File: src/rtl/n_bit_mux_pkg.sv
// Shared select-code constants for the n-bit 4-to-1 word multiplexer.
package n_bit_mux_pkg;

    localparam logic [1:0] SEL_A = 2'b00;
    localparam logic [1:0] SEL_B = 2'b01;
    localparam logic [1:0] SEL_C = 2'b10;
    localparam logic [1:0] SEL_D = 2'b11;

endpackage : n_bit_mux_pkg

File: src/rtl/mux4_core.sv
// Purely combinational 4-to-1 word selector; S picks one of A/B/C/D.
module mux4_core
    import n_bit_mux_pkg::*;
#(
    parameter int n = 4
) (
    input  logic [n-1:0] A,
    input  logic [n-1:0] B,
    input  logic [n-1:0] C,
    input  logic [n-1:0] D,
    input  logic [1:0]   S,
    output logic [n-1:0] sel
);

    // Word steering; an unknown select falls through to X so simulation exposes it.
    always_comb begin
        sel = 'x;
        case (S)
            SEL_A: sel = A;
            SEL_B: sel = B;
            SEL_C: sel = C;
            SEL_D: sel = D;
        endcase
    end

endmodule : mux4_core

File: src/rtl/n_bit_4x1_multiplexer.sv
// n-bit 4-to-1 multiplexer with a registered output and a loaded-since-reset flag.
module n_bit_4x1_multiplexer
    import n_bit_mux_pkg::*;
#(
    parameter int n = 4
) (
    input  logic         clk,
    input  logic         rst,
    input  logic [n-1:0] A,
    input  logic [n-1:0] B,
    input  logic [n-1:0] C,
    input  logic [n-1:0] D,
    input  logic [1:0]   S,
    output logic [n-1:0] Y,
    output logic         y_valid
);

    logic [n-1:0] sel;

    mux4_core #(
        .n(n)
    ) u_core (
        .A  (A),
        .B  (B),
        .C  (C),
        .D  (D),
        .S  (S),
        .sel(sel)
    );

    // Output register: reset wins over data, otherwise capture the selection every cycle.
    always_ff @(posedge clk) begin
        if (rst) begin
            Y       <= '0;
            y_valid <= 1'b0;
        end else begin
            Y       <= sel;
            y_valid <= 1'b1;
        end
    end

endmodule : n_bit_4x1_multiplexer

File: config.mk
export PLATFORM = sky130hd
export DESIGN_NAME = n_bit_4x1_multiplexer
export DESIGN_NICKNAME = d
export VERILOG_FILES = /design/src/rtl/n_bit_mux_pkg.sv /design/src/rtl/mux4_core.sv /design/src/rtl/n_bit_4x1_multiplexer.sv
export SDC_FILE = /design/constraint.sdc
export NUM_CORES = 1
export LEC_CHECK = 0
export ABC_AREA = 1
export BUFFER_PORTS_ARGS = -buffer_cell sky130_fd_sc_hd__buf_2
export CAP_MARGIN = 20
export CORE_AREA = 2 2 39 41
export DETAILED_ROUTE_END_ITERATION = 12
export DIE_AREA = 0 0 41 43
export PLACE_DENSITY = 0.46
export SETUP_SLACK_MARGIN = 0.4
export SYNTH_ARGS = -nofsm -noshare
export SYNTH_HDL_FRONTEND = slang
export SYNTH_HIERARCHICAL = 1
export SYNTH_SLANG_ARGS = --single-unit
File: constraint.sdc
create_clock -name clk -period 2 [get_ports clk]
set_input_delay 0.4 -clock clk [delete_from_list [all_inputs] [get_ports clk]]
set_output_delay 0.4 -clock clk [all_outputs]
set_load 0.005 [all_outputs]
==> run metrics, run 1 <==
number of clock sinks=5; met2 global-route usage=0.106; CP endpoint kind=output pin; asr flop ratio synth=0; outcome=finished, final reports clean; maxcap violations=0; boundary pin count=25; Syn Inst Count=39; Pre-antenna DRT Iters=3; Top Family by Delay on Critical Path=flip-flops; dpl ws=0.940 ns; Main synth FF type=dfxtp_1; Leakage=around 0.00023 uW; Avg Vias per Cell=between 3 and 4; synth cell count leaders=nand3_1, dfxtp_1, inv_1; warning count from the yosys run=6; GP Congestion=between 0.7 and 0.8; CTS-repair resized insts=0; DR WL/cell=8.06 um; Fmax=0.959 GHz; CTS buffer count=3; setup ws final=0.957 ns; Syn Std Cell Area=between 200 and 300 sq um; Port-buffer cells=24; Placeable Area=approximately 0.0014 sq mm; RSZ-0062 raised after global routing=no; Post-synth EDFFs=0; setup_tns=0 ns; CP Cell Sequence=buf_2; detailed-route via count=approximately 320; fin crit share=0.521; Root Driver=clkbuf_4; grt met3 use=0.0157; kind of critical path=reg2out; drt total wl=653 um; Clock Power Share=0.412; FF+latch count, synth=5; crit path max-delay cell type=dfxtp_1; Internal=roughly 210 uW; Pwr Density=between 600 and 700 mW/mm^2; cell count after placement=slightly below 80; die height=around 43 um; part of the power in registers=0.393; Sw Share=0.240; area leader, netlist=dfxtp_1; Nets=86; first-pass GRT wire length=979 um; DRC Markers=0; final antenna-violating net count=0; # hold bufs at CTS=0; CTS tree=done; Final Hold Fails=0; largest net degree at the start of global routing=11; minimum clock period=1.04 ns; worst-path fanout max=1; Area Overhead vs Synth=52.3%; Die W=around 41 um; Post-Layout Cell Count=slightly above 80; met1 Use GR=0.106; ranking of synthesized cells by area=dfxtp_1, nand3_1, nand4_1; CP bufs+invs=1; Worst setup SP type=flip-flop; setup violators final=0; clk slew on worst S/H paths=about 0.040 ns; Max Slew Vio Count=0; grt total ovfl=0; Inserted Diodes=0; Syn Area/Cell=between 7 and 8 sq um; worst slew pin tran=0.208 ns; critical path's largest stage delay=0.29 ns; GRT Overall Usage=0.0822; # Post-CTS Setup Buffers=0; grt peak-use layer=met2; maximum buffer depth of the clock tree=2; syn nets=59; layout cells sized above 1=0.462; worst endpoint data arrival time=roughly 0.64 ns; most frequent cell after synthesis=nand3_1; Synth top area share=0.364; peak supply drop=between 100 and 150 uV; FP Rows=14; Yosys cell types=9; DPL Wire Length=546 um; Initial Utilization=0.199; vias in the first global route=around 270; relative slew slack=0.861; initial antenna violation count=0; switching power=66.3 uW; Iteration-0 DRC Markers=2; CP Data Required Time=roughly 1.6 ns; Die Area=~0.0018 sq mm; Hold Crit Class=in2reg; H-tree levels=1; sequential fraction of the synthesis area=0.364; Comb pwr share=0.195
==> worst paths after layout <==
path,start,to,slack [ns],cells past startpoint
setup / recovery,Y[1],Y[1],0.96,1
hold / removal,rst,y_valid,0.37,2
==> cell usage in the layout (no fill, tap or decap), drive strengths merged <==
master  synthesis  layout
clkbuf          0       4
nand3          12      12
buf             2      24
nand4           4       4
inv             7       7
nand2           4       4
dfxtp           5       5
nor2            5       5
==> power groups by stage <==
stage          Sequential [uW]  Combinational, uW  Clock [uW]
3_3_place_gp               110               55.2           0
6_report                   109               53.9         114
5_1_grt                    109               62.1         122
4_1_cts                    109               54.9         119
3_5_place_dp               110               54.8           0
2_1_floorplan              112               28.4           0
==> state kept, by name, indices dropped and copies added (netlist names) <==
register / flops
y_valid: 1
Y: 4
==> per-layer routing <==
layer / up-vias / wire length (um)
li1: 179 / -
met1: 118 / 297
met2: 21 / 265
met3: 0 / 90
met4: 0 / 0
met5: - / 0
==> layout make-up <==
type	count	area (sq um)
tap	16	20.0
timing repair buffer	24	120
multi-input combinational	25	126
inverter	7	26.3
fill	163	965
clock buffer	4	26.3
sequential	5	100
==> per-stage QoR <==
stage	power, uW	util	cell area [sq um]	hold WS, ns
floorplan	140	-	275	0.457
global placement	166	0.284	393	0.611
detailed placement	165	0.284	393	0.613
CTS	282	0.303	419	0.360
global route	293	0.303	419	0.370
finish	276	0.303	419	0.373
==> cells by family after synthesis <==
family                 Yosys count  synth area share
DFF                              5             0.364
buffers and inverters            9             0.177
and+or+nand+nor                 25             0.459
No activity file was read; power rests on OpenSTA's default activity.
==> run 2, diff against run 1 <==
--- a/config.mk
+++ b/config.mk
@@ -5,13 +5,13 @@
 export SDC_FILE = /design/constraint.sdc
 export NUM_CORES = 1
 export LEC_CHECK = 0
-export ABC_AREA = 1
+export ABC_AREA = 0
 export BUFFER_PORTS_ARGS = -buffer_cell sky130_fd_sc_hd__buf_2
 export CAP_MARGIN = 20
 export CORE_AREA = 2 2 39 41
 export DETAILED_ROUTE_END_ITERATION = 12
 export DIE_AREA = 0 0 41 43
-export PLACE_DENSITY = 0.46
+export PLACE_DENSITY = 0.44
 export SETUP_SLACK_MARGIN = 0.4
 export SYNTH_ARGS = -nofsm -noshare
 export SYNTH_HDL_FRONTEND = slang
==> constraint.sdc (replaced) <==
create_clock -name clk -period 0.9 [get_ports clk]
set_input_delay 0.18 -clock clk [delete_from_list [all_inputs] [get_ports clk]]
set_output_delay 0.18 -clock clk [all_outputs]
set_load 0.005 [all_outputs]
==> run metrics, run 2 <==
outcome=finished, final reports clean; kind of critical path=reg2out; Synth top area share=0.449; part of the power in registers=0.394; largest registers=Y (4), y_valid (1); Pwr Density=about 1500 mW/mm^2; Iteration-0 DRC Markers=0; setup violators final=0; synth cell count leaders=dfxtp_1, mux4_1, nor2b_1, inv_1; Post-synth EDFFs=0; sequential fraction of the synthesis area=0.428; Avg Vias per Cell=between 3 and 4; fin crit share=0.910; most frequent cell after synthesis=dfxtp_1; asr flop ratio synth=0; Worst setup SP type=flip-flop; Hold Crit Class=in2reg; FP Rows=14; Sw Share=0.200; critical path's largest stage delay=a little under 0.3 ns; Die W=~41 um; CTS buffer count=3; Syn Area/Cell=between 15 and 20 sq um; H-tree levels=1; Final Hold Fails=0; Die Area=0.00176 sq mm; maxcap violations=0; initial antenna violation count=0; warning count from the yosys run=6; RSZ-0062 raised after global routing=yes; final hold slack=between 0.15 and 0.2 ns; Pre-antenna DRT Iters=1; Syn Inst Count=14; final antenna-violating net count=0; worst-path fanout max=1; first-pass GRT wire length=around 800 um; CP Launch Point=Y[0]; Port-buffer cells=24; Biggest register=Y; layout cells sized above 1=0.762; Comb pwr share=0.197; Top Family by Delay on Critical Path=flip-flops; die height=43 um; Leakage=slightly above 0.0002 uW; Inserted Diodes=0; leading cell type in the layout, fill and taps excluded=buf_2; minimum clock period=about 0.8 ns; ranking of synthesized cells by area=mux4_1, dfxtp_1, nor2b_1; DRC Markers=0; CP Cell Sequence=buf_2; Largest register FFs=4; # hold bufs at CTS=0; CTS-repair resized insts=3; detailed-route via count=223; Fmax=between 1 and 1.5 GHz; Max Slew Vio Count=0; GP Congestion=between 0.6 and 0.7; boundary pin count=25; critical path endpoint=Y[0]; Syn Std Cell Area=234 sq um; Main synth FF type=dfxtp_1; grt total ovfl=0; Placeable Area=about 0.0014 sq mm; area leader, netlist=mux4_1; Clock Power Share=0.409; Root Driver=clkbuf_4; GRT Overall Usage=0.0768; Nets=63; Yosys cell types=4; crit path max-delay cell type=dfxtp_1; CTS tree=done; number of clock sinks=5; clk slew on worst S/H paths=approximately 0.040 ns; CP bufs+invs=1; commonest non-fill, non-tap cells in the layout=buf_2, dfxtp_1, mux4_2, nor2b_1, clkbuf_4; drt total wl=around 570 um; FF+latch count, synth=5; DR WL/cell=9.83 um; switching power=123 uW; Initial Utilization=0.169; largest net degree at the start of global routing=6; worst slew pin tran=0.121 ns; Crit. path cell count=1; Internal=between 400 and 500 uW; # Post-CTS Setup Buffers=0; Area Overhead vs Synth=74.3%; worst endpoint data arrival time=between 0.6 and 0.7 ns; CP endpoint kind=output pin; maximum buffer depth of the clock tree=2; vias in the first global route=216; syn nets=34; Power, Total=a little over 600 uW; relative slew slack=0.920; CP Data Required Time=~0.72 ns; peak supply drop=about 260 uV
==> run 2: metal layers <==
| layer | GRT usage | up-vias | part of all wire |
|---|---|---|---|
| met4 | 0.0800 | 0 | 0 |
| met1 | 0.0689 | 90 | 0.32 |
| met2 | 0.116 | 25 | 0.48 |
| met5 | 0 | - | 0 |
| met3 | 0.0314 | 0 | 0.20 |
| li1 | - | 108 | - |
==> run 2: logic make-up (layout without fill, tap and decap cells) <==
group / Yosys count / count (layout) / synth area share
DFF: 5 / 5 / 0.428
muxes: 4 / 4 / 0.449
and+or+nand+nor: 4 / 4 / 0.107
buffers and inverters: 1 / 29 / 0.0160
==> run 2: final cells by class <==
type / count / area [sq um]
clock buffer: 4 / 26.3
tap: 16 / 20.0
multi-input combinational: 8 / 123
fill: 144 / 976
sequential: 5 / 100
timing repair buffer: 24 / 135
inverter: 1 / 3.75
==> run 2: metrics by stage <==
step / setup TNS [ns] / worst slack [ns] / utilization / cell area [sq um] / std cells
final: 0 / 0.0808 / 0.295 / 408 / 58
after global routing: 0 / 0.0438 / 0.295 / 408 / 58
after CTS: 0 / 0.0660 / 0.286 / 395 / 58
after detailed placement: -0.806 / -0.208 / 0.259 / 359 / 54
after global placement: -0.763 / -0.199 / 0.259 / 359 / 54
after floorplan: 0 / 0.0243 / - / 219 / 14
==> run 2: how the worst min path moves through the flow <==
stage                     depth (start not counted)  from  slack [ns]       to
final                                             2   rst        0.16  y_valid
after global routing                              2   rst        0.18  y_valid
after detailed placement                          2   rst        0.39  y_valid
after CTS                                         2   rst        0.14  y_valid
after floorplan                                   1   rst        0.24  y_valid
after global placement                            2   rst        0.39  y_valid
==> run 2: power groups by stage <==
stage | Sequential (uW) | Clock, uW | Combinational (uW)
6_report | 242 | 252 | 121
3_5_place_dp | 246 | 0 | 111
2_1_floorplan | 250 | 0 | 41.0
5_1_grt | 243 | 277 | 135
3_3_place_gp | 246 | 0 | 110
4_1_cts | 242 | 268 | 116
==> run 3, diff against run 2 <==
--- a/config.mk
+++ b/config.mk
@@ -11,7 +11,7 @@
 export CORE_AREA = 2 2 39 41
 export DETAILED_ROUTE_END_ITERATION = 12
 export DIE_AREA = 0 0 41 43
-export PLACE_DENSITY = 0.44
+export PLACE_DENSITY = 0.42
 export SETUP_SLACK_MARGIN = 0.4
 export SYNTH_ARGS = -nofsm -noshare
 export SYNTH_HDL_FRONTEND = slang
==> constraint.sdc (replaced) <==
create_clock -name clk -period 0.8 [get_ports clk]
set_input_delay 0.16 -clock clk [delete_from_list [all_inputs] [get_ports clk]]
set_output_delay 0.16 -clock clk [all_outputs]
set_load 0.005 [all_outputs]
==> run metrics, run 3 (synthesis results as in run 2) <==
detailed-route via count=~230; combined area of the multi-input logic cells=approximately 120 sq um; Nets=63; minimum clock period=approximately 0.81 ns; commonest non-fill, non-tap cells in the layout=buf_2, mux4_2, dfxtp_1, nor2b_1, clkbuf_4; Die W=41 um; Inserted Diodes=0; die height=approximately 43 um; Area Overhead vs Synth=78.6%; leading cell type in the layout, fill and taps excluded=buf_2; Leakage=between 0.0002 and 0.00025 uW; setup violators final=2; peak supply drop=368 uV; placed cell area=360 sq um; largest net degree at the start of global routing=6; Sw Share=0.200; worst-path fanout max=1; Final Hold Fails=0; kind of critical path=reg2out; CTS buffer count=3; fin crit share=1.01; final antenna-violating net count=0; grt total ovfl=0; worst slew pin tran=approximately 0.12 ns; switching power=about 140 uW; CTS tree=done; maximum buffer depth of the clock tree=2; FP Rows=14; maxcap violations=0; Pre-antenna DRT Iters=2; relative slew slack=0.922; H-tree levels=1; Placeable Area=between 0.001 and 0.0015 sq mm; Pwr Density=about 1700 mW/mm^2; CP Data Required Time=~0.64 ns; setup ws final=-0.00578 ns; final instance area=about 420 sq um; Avg Vias per Cell=roughly 4.0; violated checks=negative setup slack; largest registers=Y (4), y_valid (1); Die Area=between 0.0015 and 0.002 sq mm; Filler cells=151; Largest register FFs=4; Port-buffer cells=24; vias in the first global route=between 200 and 250; final hold slack=between 0.1 and 0.15 ns; Internal=around 560 uW; CP endpoint kind=output pin; Top Family by Delay on Critical Path=flip-flops; CP Cell Sequence=buf_6; crit path max-delay cell type=dfxtp_2; first-pass GRT wire length=a little under 800 um; Register Area=103 sq um; clk slew on worst S/H paths=around 0.04 ns; part of the power in registers=0.394; Comb pwr share=0.202; Iteration-0 DRC Markers=1; worst endpoint data arrival time=approximately 0.65 ns; Hold Crit Class=in2reg; Worst setup SP type=flip-flop; DR WL/cell=between 9 and 10 um; boundary pin count=25; layout cells sized above 1=0.810; DRC Markers=0; drt total wl=approximately 560 um; GRT Overall Usage=0.0738; Clock Power Share=0.404; Max Slew Vio Count=0; Fmax=1.24 GHz; Root Driver=clkbuf_4; critical path's largest stage delay=between 0.3 and 0.4 ns; outcome=complete, but fails checks; number of clock sinks=5; GP Congestion=between 0.6 and 0.7; Initial Utilization=0.169; CP bufs+invs=1; Biggest register=Y; RSZ-0062 raised after global routing=yes; initial antenna violation count=0
-- run 3: cell count changes in the layout (fill, tap and decap cells not counted) --
cell,change
dfxtp_2,+2
buf_2,-2
buf_8,+1
buf_6,+2
dfxtp_1,-2
buf_12,-1
-- run 3: area by class of cell --
cell class              instances  area share
repair buffers                 24       0.341
multi-input cells               8       0.293
flip-flops and latches          5       0.246
clock buffers                   4      0.0629
well taps                      16      0.0479
inverters                       1     0.00898
-- run 3: power by group through the flow --
stage               Combinational, uW  Clock [uW]  Sequential [uW]
floorplan                        46.2           0              281
global placement                  124           0              278
detailed placement                125           0              277
CTS                               130         301              273
global route                      157         320              276
finish                            141         283              275
-- run 3: layer usage --
metal  GRT usage  vias up  part of all wire
li1            -      109                 -
met3      0.0314        0              0.21
met5           0        -                 0
met2      0.0969       27              0.47
met4      0.0800        0                 0
met1      0.0789       97              0.33
-- run 3: what timing repair did --
action,in CTS,in global routing
gates resized for setup,3,4
hold buffers,0,0
endpoints found under the hold margin,0,0
endpoints found under the setup margin,9,9
buffers inserted,0,0
-- run 3: final timing paths --
path                start      end  depth (start not counted)
setup / recovery  y_valid  y_valid                          1
hold / removal        rst  y_valid                          2
-- run 3: stage by stage --
stage | setup slack [ns] | std cells | TNS [ns] | total power, uW | utilization
after global placement | -0.286 | 54 | -1.09 | 402 | 0.260
after detailed placement | -0.281 | 54 | -1.08 | 402 | 0.260
after global routing | -0.0386 | 58 | -0.153 | 754 | 0.302
after CTS | -0.0191 | 58 | -0.0609 | 703 | 0.287
after floorplan | -0.0557 | 14 | -0.223 | 327 | -
final | -0.00578 | 58 | -0.0116 | 699 | 0.302
